File: src/rtl/seq_det_grp_if.sv
// Serial-in / pulse-out port bundle for seq_det_grp.
// TOTAL exists only when SEQ_DET_GRP_TOTAL_EN is defined.
interface seq_det_grp_if #(
    parameter int CNT_W = 3
);
    // X is taken on every rising edge where X_VLD is high. There is no
    // backpressure: the detector accepts a bit every valid cycle, and
    // Z1/Z2 are single-cycle pulses with no acknowledge.
    logic             X;
    logic             X_VLD;
    logic             CLR;
    logic             Z1;
    logic             Z2;
    logic [CNT_W-1:0] CNT;
`ifdef SEQ_DET_GRP_TOTAL_EN
    logic [15:0]      TOTAL;
`endif

    modport master (
        output X, X_VLD, CLR,
`ifdef SEQ_DET_GRP_TOTAL_EN
        input  TOTAL,
`endif
        input  Z1, Z2, CNT
    );

    modport slave (
        input  X, X_VLD, CLR,
`ifdef SEQ_DET_GRP_TOTAL_EN
        output TOTAL,
`endif
        output Z1, Z2, CNT
    );
endinterface

File: src/rtl/seq_det_grp.sv
// Serial pattern detector with grouped match counter (Z1 per match, Z2 per TARGET matches).
// Optional 16-bit saturating match total enabled by SEQ_DET_GRP_TOTAL_EN.
module seq_det_grp #(
    parameter int               PAT_W   = 4,
    parameter logic [PAT_W-1:0] PATTERN = 4'b1001,
    parameter bit               OVERLAP = 1'b1,
    parameter int               CNT_W   = 3,
    parameter int               TARGET  = 3
) (
    input  logic         CLK,
    input  logic         RST_N,
    seq_det_grp_if.slave bus
);
    localparam int FILL_W = $clog2(PAT_W + 1);
    // The oldest bit only matters for the compare, so PAT_W-1 bits are kept.
    localparam int HW     = (PAT_W > 1) ? PAT_W - 1 : 1;

    if (PAT_W < 1 || PAT_W > 16) begin : g_bad_pat_w
        $error("seq_det_grp: PAT_W must be in 1..16");
    end
    if (TARGET < 1 || TARGET > (2 ** CNT_W) - 1) begin : g_bad_target
        $error("seq_det_grp: TARGET must be in 1..2^CNT_W-1");
    end

    logic [HW-1:0]     hist_q, hist_d;
    logic [FILL_W-1:0] fill_q, fill_d;
    logic [CNT_W-1:0]  cnt_q, cnt_d;
    logic              z1_q, z1_d;
    logic              z2_q, z2_d;

    logic [PAT_W-1:0]  hist_n;
    logic [FILL_W-1:0] fill_n;
    logic              match;

    if (PAT_W == 1) begin : g_w1
        assign hist_n = bus.X;
    end else begin : g_wn
        assign hist_n = {hist_q[PAT_W-2:0], bus.X};
    end

    assign fill_n = (fill_q == FILL_W'(PAT_W)) ? fill_q : fill_q + 1'b1;
    assign match  = bus.X_VLD && (fill_n == FILL_W'(PAT_W)) && (hist_n == PATTERN);

`ifdef SEQ_DET_GRP_TOTAL_EN
    logic [15:0] total_q, total_d;
`endif

    always_comb begin
        hist_d = hist_q;
        fill_d = fill_q;
        cnt_d  = cnt_q;
        z1_d   = 1'b0;
        z2_d   = 1'b0;
`ifdef SEQ_DET_GRP_TOTAL_EN
        total_d = total_q;
`endif
        if (bus.CLR) begin
            hist_d = '0;
            fill_d = '0;
            cnt_d  = '0;
`ifdef SEQ_DET_GRP_TOTAL_EN
            total_d = '0;
`endif
        end else if (bus.X_VLD) begin
            if (match) begin
                z1_d = 1'b1;
                // Non-overlap mode forces a full fresh pattern for the next hit.
                if (OVERLAP) begin
                    hist_d = hist_n[HW-1:0];
                    fill_d = FILL_W'(PAT_W);
                end else begin
                    hist_d = '0;
                    fill_d = '0;
                end
                if (cnt_q == CNT_W'(TARGET - 1)) begin
                    cnt_d = '0;
                    z2_d  = 1'b1;
                end else begin
                    cnt_d = cnt_q + 1'b1;
                end
`ifdef SEQ_DET_GRP_TOTAL_EN
                if (total_q != 16'hFFFF) total_d = total_q + 16'd1;
`endif
            end else begin
                hist_d = hist_n[HW-1:0];
                fill_d = fill_n;
            end
        end
    end

    always_ff @(posedge CLK) begin
        if (!RST_N) begin
            hist_q <= '0;
            fill_q <= '0;
            cnt_q  <= '0;
            z1_q   <= 1'b0;
            z2_q   <= 1'b0;
        end else begin
            hist_q <= hist_d;
            fill_q <= fill_d;
            cnt_q  <= cnt_d;
            z1_q   <= z1_d;
            z2_q   <= z2_d;
        end
    end

`ifdef SEQ_DET_GRP_TOTAL_EN
    always_ff @(posedge CLK) begin
        if (!RST_N) total_q <= '0;
        else        total_q <= total_d;
    end
    assign bus.TOTAL = total_q;
`endif

    assign bus.Z1  = z1_q;
    assign bus.Z2  = z2_q;
    assign bus.CNT = cnt_q;
endmodule
File: src/flat_wrapper.sv
// flat-port wrapper written by rule: the top's interface ports become plain ports
module seq_det_grp_flat 
#(
    parameter int               PAT_W   = 4,
    parameter logic [PAT_W-1:0] PATTERN = 4'b1001,
    parameter bit               OVERLAP = 1'b1,
    parameter int               CNT_W   = 3,
    parameter int               TARGET  = 3
)
  (CLK, RST_N, bus_X, bus_X_VLD, bus_CLR, bus_Z1, bus_Z2, bus_CNT);
  seq_det_grp_if #(.CNT_W(CNT_W)) bus_i ();
  input  logic CLK;
  input  logic RST_N;
  input wire logic [$bits(bus_i.X)-1:0] bus_X;
  input wire logic [$bits(bus_i.X_VLD)-1:0] bus_X_VLD;
  input wire logic [$bits(bus_i.CLR)-1:0] bus_CLR;
  output wire logic [$bits(bus_i.Z1)-1:0] bus_Z1;
  output wire logic [$bits(bus_i.Z2)-1:0] bus_Z2;
  output wire logic [$bits(bus_i.CNT)-1:0] bus_CNT;
  assign bus_i.X = bus_X;
  assign bus_i.X_VLD = bus_X_VLD;
  assign bus_i.CLR = bus_CLR;
  assign bus_Z1 = bus_i.Z1;
  assign bus_Z2 = bus_i.Z2;
  assign bus_CNT = bus_i.CNT;
  seq_det_grp #(.PAT_W(PAT_W), .PATTERN(PATTERN), .OVERLAP(OVERLAP), .CNT_W(CNT_W), .TARGET(TARGET)) u_core (.CLK(CLK), .RST_N(RST_N), .bus(bus_i));
endmodule
File: config.mk
export PLATFORM = sky130hd
export DESIGN_NAME = seq_det_grp_flat
export DESIGN_NICKNAME = d
export VERILOG_FILES = /design/src/rtl/seq_det_grp_if.sv /design/src/rtl/seq_det_grp.sv /design/src/flat_wrapper.sv
export SDC_FILE = /design/constraint.sdc
export NUM_CORES = 1
export LEC_CHECK = 0
export CELL_PAD_IN_SITES_DETAIL_PLACEMENT = 0
export CELL_PAD_IN_SITES_GLOBAL_PLACEMENT = 1
export CORE_MARGIN = 3
export CORE_UTILIZATION = 32
export DETAILED_ROUTE_END_ITERATION = 6
export PLACE_DENSITY = 0.68
export SETUP_SLACK_MARGIN = 0.3
export SKIP_LAST_GASP = 1
export SYNTH_ARGS = -nofsm -noshare
export SYNTH_HDL_FRONTEND = slang
export SYNTH_SLANG_ARGS = --single-unit
File: constraint.sdc
create_clock -name CLK -period 2 [get_ports CLK]
set_input_delay 0.3 -clock CLK [delete_from_list [all_inputs] [get_ports CLK]]
set_output_delay 0.3 -clock CLK [all_outputs]
set_load 0.1 [all_outputs]
==> reports/results.txt <==
status: complete, no violations
GR met1 Demand/Resource: 11.2%
clock-pin slew on the worst setup and hold paths: 70 ps
Die Wd: 45.9 um
met2 usage: 17.0%
final setup vio count: 0
Fin Setup TNS: 0 ps
Final Hold Fails: 0
H-tree levels: 1
num rows: 13
CTS max path bufs: 2
Port Buffers: 9
count of different cell masters after synthesis: 27
CTS Hold Bufs: 0
DRT iter0 DRCs: 1
Num CTS Buffers: 3
Nets: 77
Die H: 45.9 um
DRT antenna net count: 0
R2R Path Start: u_core.fill_q[0]$_SDFFE_PP0P_
Setup crit end kind: flip-flop
post-layout min period: 1780 ps
clk_skew: 2.50 ps
total of max-cap violations: 0
Cell Area, Synth: 510 um2
CORE AREA: 1400 um2
clock root buffer: clkbuf_4
critical path class: flip-flop to flip-flop
crit path to: u_core.bus.CNT[1]$_SDFFE_PP0P_
cell count after synthesis: 56
Via-to-Cell Ratio: 4.98
Avg WL per Cell: 11.0 um
reg2reg setup slack: 220 ps
GRT busiest layer: met2
largest net degree at the start of global routing: 9
Vias: 418
static leakage: 0.257 nW
Finished Layout Cells: 84
Tot GR Track Use: 10.4%
slowest stage cell on the critical path: or3b_1
Syn Area/Cell: 9.12 um2
maximum VDD drop: 0.452 mV
critical path launch point: u_core.fill_q[0]$_SDFFE_PP0P_
Synth Register Bits: 11
type of the worst min-delay path: flip-flop to flip-flop
clock tree sinks: 11
Pwr per Cell Area: 597 nW/um2
vias in the first global route: 388
antenna violations before repair: 0
Critical Path RT: 2170 ps
Initial Util: 36.5%
n_diodes: 0
CP startpoint kind: flip-flop
GPL Wtd Cong: 0.764
crit path DAT: 1950 ps
crit path max fanout: 5
Peak Freq: 562 MHz
crit path cell chain: inv_2 -> ha_4 -> or3b_1 -> a31o_1 -> or2_4 -> o41ai_2
worst slew pin tran: 347 ps
Slew Limit Headroom: 76.9%
hold_ws: 488 ps
worst skew pair latency: 260 ps
die area: 2110 um2
sequential fraction of the synthesis area: 43.1%
CTS tree: done
Worst path max stage delay: 370 ps
Core Util, Final: 48.6%
final WL: 923 um
HPWL Detailed: 688 um
GR Layer Usage met3: 5.93%
fin. max-slew vios: 0
DRC Markers: 0
grt ovf: 0
Layout fillers: 156
Pre-Repair DR Iteration Count: 2
reg2reg end: u_core.bus.CNT[1]$_SDFFE_PP0P_
Period Utilization, post-route: 89.0%
global-route wire length before repair: 1.54 mm
share of cells above drive strength 1: 30.4%
dpl cells: 79
Top-Level Pins: 10
yosys warns: 0
Layout area overhead: 33.1%
Synth Net Count: 63
R2R cell count: 6
RSZ-0062 raised after global routing: true
==> cell usage after synthesis <==
cell      instances  area, um2
o31ai_1           1       7.51
o41ai_1           1       8.76
nand2b_1          3       18.8
nor4bb_1          1       10.0
dfxtp_1          11        220
clkbuf_1          1       3.75
nor2b_1           2       12.5
or4_1             1       7.51
nand3_1           1       5.00
nand2_1           4       15.0
inv_1             3       11.3
and4b_1           1       10.0
o211ai_1          1       7.51
or2_1             1       6.26
nor3_1            1       5.00
nand3b_1          1       7.51
o21ai_0           1       5.00
nor2_1            6       22.5
nor4_1            1       6.26
a21oi_1           3       15.0
o311ai_0          1       8.76
ha_1              2       25.0
xnor2_1           1       8.76
or3b_1            1       8.76
mux2i_1           4       40.0
buf_2             1       5.00
a31o_1            1       8.76
==> metal layers <==
layer | wire length, um | vias up
li1 | - | 226
met1 | 454 | 185
met5 | 0 | -
met2 | 424 | 5
met3 | 31 | 2
met4 | 12 | 0
==> power breakdown <==
part / switching (mW) / internal, mW
clock network: 0.0678 / 0.0770
logic: 0.0165 / 0.0206
registers: 0.00207 / 0.222
total: 0.0864 / 0.319
==> state kept, by name, summed over array words and instances (netlist names) <==
register and count:
u_core.hist_q 3, u_core.fill_q 3, u_core.bus.Z1 1, u_core.bus.Z2 1, u_core.bus.CNT 3
==> repair_timing <==
item	in CTS	in global routing
pin swaps	1	2
setup buffers	1	0
resized for setup	3	3
setup endpoints to repair	4	4
==> worst max-delay path, delay by kind of cell (launching register included) <==
family / cells / cell delay [ps]
and+or+nand+nor: 2 / 640
AOI/OAI and AO/OA: 2 / 490
DFF: 1 / 350
adders and majority gates: 1 / 150
buffers and inverters: 1 / 60
==> final cells by class <==
| class | instances | area (um2) | area share (%) |
|---|---|---|---|
| repair buffers | 11 | 92.6 | 13.6 |
| multi-input cells | 40 | 305 | 44.9 |
| clock buffers | 4 | 26.3 | 3.87 |
| flip-flops and latches | 11 | 225 | 33.1 |
| inverters | 3 | 11.3 | 1.66 |
| well taps | 15 | 18.8 | 2.76 |
==> worst min path at each step <==
stage                                    from                              to  depth (start not counted)
2_1_floorplan                           bus_X   u_core.hist_q[0]$_SDFFE_PP0P_                          2
3_3_place_gp   u_core.bus.CNT[1]$_SDFFE_PP0P_  u_core.bus.CNT[1]$_SDFFE_PP0P_                          1
3_5_place_dp   u_core.bus.CNT[1]$_SDFFE_PP0P_  u_core.bus.CNT[1]$_SDFFE_PP0P_                          1
4_1_cts        u_core.bus.CNT[1]$_SDFFE_PP0P_  u_core.bus.CNT[1]$_SDFFE_PP0P_                          1
5_1_grt        u_core.bus.CNT[1]$_SDFFE_PP0P_  u_core.bus.CNT[1]$_SDFFE_PP0P_                          1
6_report       u_core.bus.CNT[1]$_SDFFE_PP0P_  u_core.bus.CNT[1]$_SDFFE_PP0P_                          1
==> through the flow <==
step                      power (mW)  setup WS [ps]  cell area (um2)
after global routing           0.432            140              679
after global placement         0.264            139              623
after detailed placement       0.264            107              623
after floorplan                0.251            244              528
final                          0.406            220              679
after CTS                      0.415            188              667
==> logic make-up after synthesis <==
| logic type | share of synthesized area, % |
|---|---|
| AOI/OAI and AO/OA | 12.0 |
| buffers and inverters | 3.92 |
| muxes | 7.84 |
| DFF | 43.1 |
| and+or+nand+nor | 26.5 |
| xor gates and xnor gates | 1.72 |
| adders and majority gates | 4.90 |
==> layout by cell type, fill, tap and decap left out <==
cell type and n:
nand3b_1 1, a21oi_1 3, o211ai_1 1, nand3_1 1
or4_1 1, nor2_1 6, nor4bb_2 1, dfxtp_2 4
nor3_1 1, clkbuf_4 3, nand2_1 4, clkdlybuf4s50_1 4
ha_1 1, o31ai_1 1, a31o_1 1, buf_4 7
o21ai_0 1, mux2i_1 4, nor2b_1 2, nand2b_1 3
and4b_1 1, inv_2 2, xnor2_1 1, ha_4 1
o311ai_1 1, or3b_1 1, inv_1 1, o41ai_2 1
nor4_2 1, clkbuf_1 1, dfxtp_1 7, or2_4 1
No activity file was read; power rests on OpenSTA's default activity.
